--- src/rtl/sorted_list.sv ---
// Ordered-set store: elements are kept sorted at all times, so inserts and removals shift
// the register array in one cycle, while SUM walks the occupied slots one element per cycle.
module sorted_list #(
  parameter  int DATA_WIDTH = 32,
  parameter  int LENGTH     = 8,
  parameter  int ORDER      = 0,
  parameter  int ALLOW_DUP  = 1,
  localparam int LW         = $clog2(LENGTH),
  localparam int CW         = $clog2(LENGTH + 1),
  localparam int OW         = LW + DATA_WIDTH
) (
  input  logic                  clk,
  input  logic                  rst,
  input  logic [2:0]            op_sel,
  input  logic                  op_en,
  input  logic [DATA_WIDTH-1:0] data_in,
  input  logic [LW-1:0]         index_in,
  output logic                  op_ready,
  output logic [OW-1:0]         data_out,
  output logic                  op_done,
  output logic                  op_error,
  output logic [1:0]            err_code,
  output logic [CW-1:0]         len,
  output logic                  full,
  output logic                  empty
);

  typedef enum logic [1:0] {S_IDLE, S_SUM, S_DONE} state_t;
  typedef enum logic [2:0] {
    OP_READ, OP_INSERT, OP_DEL_IDX, OP_DEL_VAL, OP_FIND, OP_SUM, OP_POP_FRONT, OP_POP_BACK
  } op_t;

  localparam logic [1:0] E_OK    = 2'b00;
  localparam logic [1:0] E_FULL  = 2'b01;
  localparam logic [1:0] E_RANGE = 2'b10;
  localparam logic [1:0] E_MISS  = 2'b11;

  state_t                r_state, w_next_state;
  logic [DATA_WIDTH-1:0] r_mem [LENGTH];
  logic [CW-1:0]         r_len;
  logic [OW-1:0]         r_data_out;
  logic [OW-1:0]         r_acc;
  logic [1:0]            r_err;
  logic [LW-1:0]         r_ptr;

  logic                  w_accept, w_found, w_ins, w_del, w_start_sum;
  logic [CW-1:0]         w_pos;
  logic [LW-1:0]         w_match_idx, w_del_idx, w_last_idx;
  logic [OW-1:0]         w_result, w_sum_next;
  logic [1:0]            w_err;
  logic [DATA_WIDTH-1:0] w_ins_mem [LENGTH];
  logic [DATA_WIDTH-1:0] w_del_mem [LENGTH];

  assign w_accept   = op_en && (r_state == S_IDLE);
  assign w_last_idx = LW'(r_len - CW'(1));
  assign w_sum_next = r_acc + OW'(r_mem[r_ptr]);

  // Insert position lands after existing equals; descending scan leaves the lowest match.
  always_comb begin
    w_pos       = '0;
    w_found     = 1'b0;
    w_match_idx = '0;
    for (int i = LENGTH - 1; i >= 0; i--) begin
      if (CW'(i) < r_len) begin
        if ((ORDER != 0) ? (r_mem[i] >= data_in) : (r_mem[i] <= data_in))
          w_pos = w_pos + CW'(1);
        if (r_mem[i] == data_in) begin
          w_found     = 1'b1;
          w_match_idx = LW'(i);
        end
      end
    end
  end

  always_comb begin
    // NOTE: every output of this block gets a default first so no path can infer a latch.
    w_err       = E_OK;
    w_result    = r_data_out;
    w_ins       = 1'b0;
    w_del       = 1'b0;
    w_del_idx   = '0;
    w_start_sum = 1'b0;
    case (op_t'(op_sel))
      OP_READ: begin
        if (CW'(index_in) >= r_len) w_err = E_RANGE;
        else                        w_result = OW'(r_mem[index_in]);
      end
      OP_INSERT: begin
        if (full)                           w_err = E_FULL;
        else if (ALLOW_DUP == 0 && w_found) w_err = E_MISS;
        else begin
          w_ins    = 1'b1;
          w_result = OW'(w_pos);
        end
      end
      OP_DEL_IDX: begin
        if (CW'(index_in) >= r_len) w_err = E_RANGE;
        else begin
          w_del     = 1'b1;
          w_del_idx = index_in;
          w_result  = OW'(r_mem[index_in]);
        end
      end
      OP_DEL_VAL: begin
        if (!w_found) w_err = E_MISS;
        else begin
          w_del     = 1'b1;
          w_del_idx = w_match_idx;
          w_result  = OW'(w_match_idx);
        end
      end
      OP_FIND: begin
        if (!w_found) w_err = E_MISS;
        else          w_result = OW'(w_match_idx);
      end
      OP_SUM: begin
        if (empty) w_result = '0;
        else       w_start_sum = 1'b1;
      end
      OP_POP_FRONT: begin
        if (empty) w_err = E_RANGE;
        else begin
          w_del    = 1'b1;
          w_result = OW'(r_mem[0]);
        end
      end
      OP_POP_BACK: begin
        if (empty) w_err = E_RANGE;
        else begin
          w_del     = 1'b1;
          w_del_idx = w_last_idx;
          w_result  = OW'(r_mem[w_last_idx]);
        end
      end
      default: w_err = E_OK;
    endcase
  end

  // Shifted images of the array; slots beyond len are zero, so shifting pulls zeros in.
  always_comb begin
    for (int i = 0; i < LENGTH; i++) begin
      if (CW'(i) < w_pos)       w_ins_mem[i] = r_mem[i];
      else if (CW'(i) == w_pos) w_ins_mem[i] = data_in;
      else                      w_ins_mem[i] = r_mem[(i > 0) ? i - 1 : 0];
      if (LW'(i) < w_del_idx)   w_del_mem[i] = r_mem[i];
      else if (i < LENGTH - 1)  w_del_mem[i] = r_mem[(i < LENGTH - 1) ? i + 1 : i];
      else                      w_del_mem[i] = '0;
    end
  end

  always_ff @(posedge clk) begin
    // NOTE: state registers use non-blocking assignments so every flop samples pre-edge values.
    if (rst) r_state <= S_IDLE;
    else     r_state <= w_next_state;
  end

  always_comb begin
    w_next_state = r_state;
    case (r_state)
      S_IDLE:  if (w_accept) w_next_state = w_start_sum ? S_SUM : S_DONE;
      S_SUM:   if (r_ptr == w_last_idx) w_next_state = S_DONE;
      S_DONE:  w_next_state = S_IDLE;
      default: w_next_state = S_IDLE;
    endcase
  end

  always_comb begin
    op_ready = (r_state == S_IDLE);
    op_done  = (r_state == S_DONE);
  end

  always_ff @(posedge clk) begin
    if (rst) begin
      // NOTE: storage is reset element by element because vacant slots must always read zero.
      for (int i = 0; i < LENGTH; i++) r_mem[i] <= '0;
      r_len      <= '0;
      r_data_out <= '0;
      r_err      <= E_OK;
      r_acc      <= '0;
      r_ptr      <= '0;
    end else begin
      case (r_state)
        S_IDLE: begin
          if (w_accept) begin
            if (w_start_sum) begin
              r_acc <= '0;
              r_ptr <= '0;
            end else begin
              r_data_out <= w_result;
              r_err      <= w_err;
              if (w_ins) begin
                r_mem <= w_ins_mem;
                r_len <= r_len + CW'(1);
              end
              if (w_del) begin
                r_mem <= w_del_mem;
                r_len <= r_len - CW'(1);
              end
            end
          end
        end
        S_SUM: begin
          r_acc <= w_sum_next;
          r_ptr <= r_ptr + LW'(1);
          if (r_ptr == w_last_idx) begin
            r_data_out <= w_sum_next;
            r_err      <= E_OK;
          end
        end
        S_DONE:  r_err <= E_OK;
        default: r_err <= E_OK;
      endcase
    end
  end

  assign data_out = r_data_out;
  assign err_code = r_err;
  assign op_error = |r_err;
  assign len      = r_len;
  assign full     = (r_len == CW'(LENGTH));
  assign empty    = (r_len == '0);

endmodule

--- config.mk ---
export PLATFORM = sky130hd
export DESIGN_NAME = sorted_list
export DESIGN_NICKNAME = d
export VERILOG_FILES = /design/src/rtl/sorted_list.sv
export SDC_FILE = /design/constraint.sdc
export NUM_CORES = 2
export LEC_CHECK = 0
export ABC_AREA = 1
export BUFFER_PORTS_ARGS = -buffer_cell sky130_fd_sc_hd__clkbuf_2
export CORE_ASPECT_RATIO = 0.9
export CORE_MARGIN = 2
export CORE_UTILIZATION = 50
export CTS_CLUSTER_SIZE = 16
export DETAILED_ROUTE_END_ITERATION = 8
export GPL_ROUTABILITY_DRIVEN = 0
export PLACE_DENSITY = 0.63
export SLEW_MARGIN = 15
export SYNTH_ARGS = -nofsm -noshare
export SYNTH_HDL_FRONTEND = slang
export SYNTH_SLANG_ARGS = --single-unit
--- constraint.sdc ---
create_clock -name clk -period 11.6 [get_ports clk]
set_input_delay 3.48 -clock clk [delete_from_list [all_inputs] [get_ports clk]]
set_output_delay 3.48 -clock clk [all_outputs]
set_load 0.01 [all_outputs]
; Yosys cells after proc, flatten, opt, wreduce, memory -nomap -nowiden
; Index checks and enable logic that the tools add are counted.
[totals]
ff_bits = 337
in_bits = 41
out_inout_bits = 46
word_cells = 268
[classes]
n_addsub = 11
order_cmp = 36
n_eq_ne = 52
n_mux = 126
n_bitwise = 4
reduce_logical = 25
[op_table]
columns = op, n
row1 = 32-bit 2-to-1 mux, 30
row2 = 256-bit 2-to-1 mux, 2
row3 = 35-bit 2-to-1 mux, 11
row4 = 32-bit binary-select mux with 3-bit select, 3
row5 = 32-bit equality test, 8
row6 = 32-bit less-or-equal comparator, 8
row7 = 35-bit case mux with 6 select lines, 1
row8 = 35-bit case mux with 2 select lines, 2
row9 = 4-bit 2-to-1 mux, 16
row10 = 3-bit 2-to-1 mux, 21
row11 = 6-bit AND reduction, 7
row12 = "2-bit inequality test, second input constant", 18
row13 = 35-bit by 32-bit adder with 35-bit output, 1
row14 = "4-bit by 1-bit adder with 4-bit output, second input constant", 8
row15 = "3-bit by 4-bit < comparator with 1-bit output, first input constant", 8
row16 = 1-bit 2-to-1 mux, 25
row17 = 2-bit 2-to-1 mux, 9
row18 = "3-bit by 4-bit equality test with 1-bit output, first input constant", 4
row19 = "1-bit by 4-bit < comparator with 1-bit output, first input constant", 4
row20 = "2-bit by 4-bit < comparator with 1-bit output, first input constant", 4
row21 = "3-bit inequality test, second input constant", 5
row22 = "3-bit equality test, second input constant", 4
row23 = "4-bit greater-or-equal comparator, second input constant", 3
row24 = "3-bit < comparator, first input constant", 4
row25 = other kinds (33), 48

; Depth between registers and ports, before layout
[logic_depth]
word_depth = 29
ltp_mapped = 49
ltp_nobuf = 48

; Worst setup path before layout
; No wires, ideal clock.
[synth_timing]
kind = input to register
startpoint = input port data_in[17]
endpoint = register r_mem[51] (netlist bit)
setup_ns = 0.120
arrival_time_ns = 9.027
required_time_ns = 11.480
setup_slack_ns = 2.454
cell_stages = 41
n_path_buf = 2
cell_sequence = clkinv_1 -> ha_1 -> a21oi_1 -> nor2_1 -> a211oi_1 -> o221ai_1 -> a221oi_1 -> nand2_1 -> nand2_1 -> ha_1 -> nand2_1 -> inv_1 -> ha_1 -> inv_1 -> nand2_1 -> nand2_1 -> inv_1 -> ha_1 -> [5 not listed] -> nand2_1 -> nand2_1 -> ha_1 -> nand2_1 -> nand2_1 -> ha_1 -> nand2_1 -> nand2_1 -> ha_1 -> nand2_1 -> nand2_1 -> inv_1 -> a21oi_2 -> buf_2 -> clkbuf_1 -> nand3_1 -> nand3_1 -> a21oi_1
[synth_between]
elab_chain_len = 29
elab_cells_between_ends = 86
cone_classes = add/sub (7) / order compare (10) / eq/ne (11) / mux (56) / reduce/logical (2)
[synth_rtl]
columns = element, line_no
row1 = from (decl), 16  ; input logic [DATA_WIDTH-1:0] data_in,
row2 = branches (longest 29 deep; another with 32-bit less-or-equal comparator), n/a
row3 = to (signal assigned), 192  ; r_mem <= w_ins_mem;
row4 = to (signal assigned), 196  ; r_mem <= w_del_mem;
row5 = to (decl), 39  ; logic [DATA_WIDTH-1:0] r_mem [LENGTH];
; Several ways; the timed one is not identified. The select of a mux whose other input is x is not followed.
; A chain may end at the register's enable or synchronous reset.

; Worst setup path in the final report
[layout_timing]
startpoint = input port data_in[19]
endpoint = register r_mem[205] (netlist bit)
[layout_between]
elab_chain_len = 29
elab_cells_between_ends = 86
cone_classes = add/sub (7) / order compare (10) / eq/ne (11) / mux (56) / reduce/logical (2)
[layout_rtl]
columns = element
row1 = branches (longest 29 deep; another with 32-bit less-or-equal comparator)
; Several ways; the timed one is not identified. The select of a mux whose other input is x is not followed.

==> key figures <==
Status
  – Outcome: finished, final reports clean

Floorplanning
  – Io pins: 87
  – Die ar.: 67,500 um2
  – Die Wd: 274 um
  – Initial Util: 0.508
  – Row count: 88
  – Core area: 64,400 um2
  – Die Y-Extent: 247 um

Finish
  – Final nets: 5,728
  – Layout cells sized above 1: 0.0620
  – Syn-to-layout area delta: 7.39%
  – # fillers: 6,762
  – Cell Count, Final, Fillers Out: 6,271
  – Final core utilization: 0.545

Worst setup path
  – Crit path launch type: input port
  – CP Data Required Time: 12.16 ns
  – Data arrival, critical path: 11.07 ns
  – Cells on worst reg2reg path: 43
  – CP max FO: 40
  – Worst setup EP type: flip-flop
  – Slowest stage delay, CP: 0.62 ns
  – Critical path buffers and inverters: 11
  – FF-to-FF setup slack: 3.93 ns
  – Critical path's top delay family: simple AND/OR/NAND/NOR gates
  – R2r startpoint: r_mem[19]
  – FF-to-FF End: r_mem[205]
  – Crit path kind: in2reg
  – CP max-delay cell: nand3_2
  – CP most frequent cell: nand2_1

Timing
  – WHS: 0.471 ns
  – Min Tclk post-route: 10.51 ns
  – Setup TNS Final: 0 ns
  – Worst slew pin tran: 1.18 ns
  – Slew HR: 0.208
  – Pins Over Slew Limit: 0
  – Final Skew: 0.0386 ns
  – RSZ-0062 raised after global routing: no
  – Fmax: 95.1 MHz
  – Final setup viols: 0
  – Final hold vios: 0
  – Final period util: 0.906

Synth
  – Area of the mapped netlist: 32,700 um2
  – Cell taking the most area after synthesis: dfxtp_1
  – Most common cell in the synthesized netlist: nand2_1
  – Yosys reg bits: 337
  – Area contributors post-synth: dfxtp_1 21%, nand2_1 15%, a21oi_1 14%
  – EDFF count, synth: 0
  – Ys flop type: dfxtp_1
  – Mean Syn Cell Area: 5.92 um2
  – Synth Instances: 5,526
  – Sequential-to-total area share from yosys stat: 0.206
  – Yosys cell types: 54
  – Synth Warn #: 0
  – Commonest cells post-synth: 1,265 x nand2_1, 913 x a21oi_1, 717 x nand3_1
  – Syn nets: 5,870
  – FFs w/ async S/R, synth: 0
  – Synth top area share: 0.206

Run
  – Max_cap viols: 0

Global routing
  – Vias in the first global route: 35,164
  – Initial antenna violation count: 4
  – Largest net degree at the start of global routing: 163
  – First-pass GRT wire length: 230,000 um
  – Total gr overflow: 0
  – Tot GR Track Use: 0.451

Detailed routing
  – ANT nets after route: 0
  – Residual DRC: 0
  – Uppermost layer routed: met5
  – Routed vias/inst: 6.45
  – Vias after detailed routing: 40,425
  – DR pass1 iterations: 7
  – Met3 wire length: 24,100 um
  – Met1 WL: 59,900 um
  – Metal2 WL: 60,700 um
  – DR iter-0 viols: 6,756
  – Routed len/inst: 25.1 um
  – DRT Wirelength: 157,000 um

Clocking
  – Cts bufs inserted: 43
  – Post_cts resized: 0
  – Post-CTS Hold Buffers: 0
  – Clock Sink Count: 337
  – H-tree depth: 2
  – CTS tree: done
  – Clk buf depth: 3
  – CTS root buffer: clkbuf_16
  – Clock transition at path regs: 0.06 ns
  – Clk_lat worst skew: 0.64 ns
  – Post-CTS Setup Bufs: 0

Min path
  – Hold path depth: 2
  – Hold Path Origin: r_acc[24]
  – Hold Path End: r_acc[24]
  – Hold Path Class: reg2reg

Pwr
  – Largest vdd supply drop: 0.000136 V
  – Final Power: 4.55 mW
  – Static Leakage: 16.9 nW
  – PD cells: 130 nW/um2

Place
  – Port Buf Inserts: 86
  – DP HPWL: 103,000 um
  – Cells after DPL: 6,194
==> worst max-delay path by stage <==
stage / startpoint / end / cells past startpoint
after global routing: data_in[19] / r_mem[41] / 46
after global placement: data_in[19] / r_mem[39] / 45
after floorplan: data_in[17] / r_mem[51] / 41
after detailed placement: data_in[19] / r_mem[205] / 46
final: data_in[19] / r_mem[205] / 46
after CTS: data_in[19] / r_mem[43] / 46
==> cell usage in the layout (no fill, tap or decap), types with 18 or more instances in the layout <==
cell	instances
clkbuf_16	43
dfxtp_1	334
nand2_1	1260
a21oi_1	913
o211ai_1	38
nor3_1	18
nand2_2	20
ha_1	301
inv_1	371
nand3_1	717
clkinv_1	34
nor2_1	407
nand4_1	30
a31oi_1	46
buf_4	103
o21ai_0	499
clkbuf_2	83
a221oi_1	35
==> registers in the layout (all words and copies together), names as in the netlist <==
signal,flops
r_mem,256
data_out,35
r_acc,35
len,4
r_ptr,3
err_code,2
r_state,2
==> layer usage <==
layer	vias up	global-route usage
li1	18540	-
met1	17966	0.599
met2	3210	0.622
met3	701	0.136
met4	8	0.301
met5	-	0
==> kinds of logic (layout without fill, tap and decap cells) <==
group | Yosys count | after routing | synth area share
and+or+nand+nor | 2497 | 2497 | 0.323
buffers and inverters | 801 | 690 | 0.0968
AOI/OAI and AO/OA | 1585 | 1585 | 0.256
other | 0 | 1 | 0
xor gates and xnor gates | 3 | 3 | 0.00138
adders and majority gates | 303 | 303 | 0.116
DFF | 337 | 337 | 0.206
==> tightest hold or removal path, stage by stage (launching register included) <==
cell and delay, ns:
dfxtp_1 0.31, nand2_1 0.06, a21oi_1 0.05
==> power breakdown <==
| part | internal [mW] | leakage (nW) | switching [mW] |
|---|---|---|---|
| logic | 0.453 | 13.4 | 1.24 |
| clock network | 0.878 | 0.719 | 0.618 |
| registers | 1.25 | 2.74 | 0.112 |
| total | 2.58 | 16.9 | 1.97 |
==> layout make-up <==
cell class | instances | area [um2] | area share
Clock buffer | 60 | 1200 | 0.0342
Antenna cell | 1 | 2.50 | 0.0000713
Timing Repair Buffer | 193 | 1330 | 0.0378
Clock inverter | 16 | 274 | 0.00780
Sequential cell | 337 | 6760 | 0.192
Multi-Input combinational cell | 4388 | 22900 | 0.652
Inverter | 421 | 1600 | 0.0456
Tap cell | 855 | 1070 | 0.0305
==> metrics by stage <==
stage / worst slack, ns / area (um2)
2_1_floorplan: 2.45 / 32700
3_3_place_gp: 0.882 / 33600
3_5_place_dp: 0.794 / 33600
4_1_cts: 1.39 / 35100
5_1_grt: 0.741 / 35100
6_report: 1.09 / 35100
Note: power is estimated with default switching activity, not from simulation.
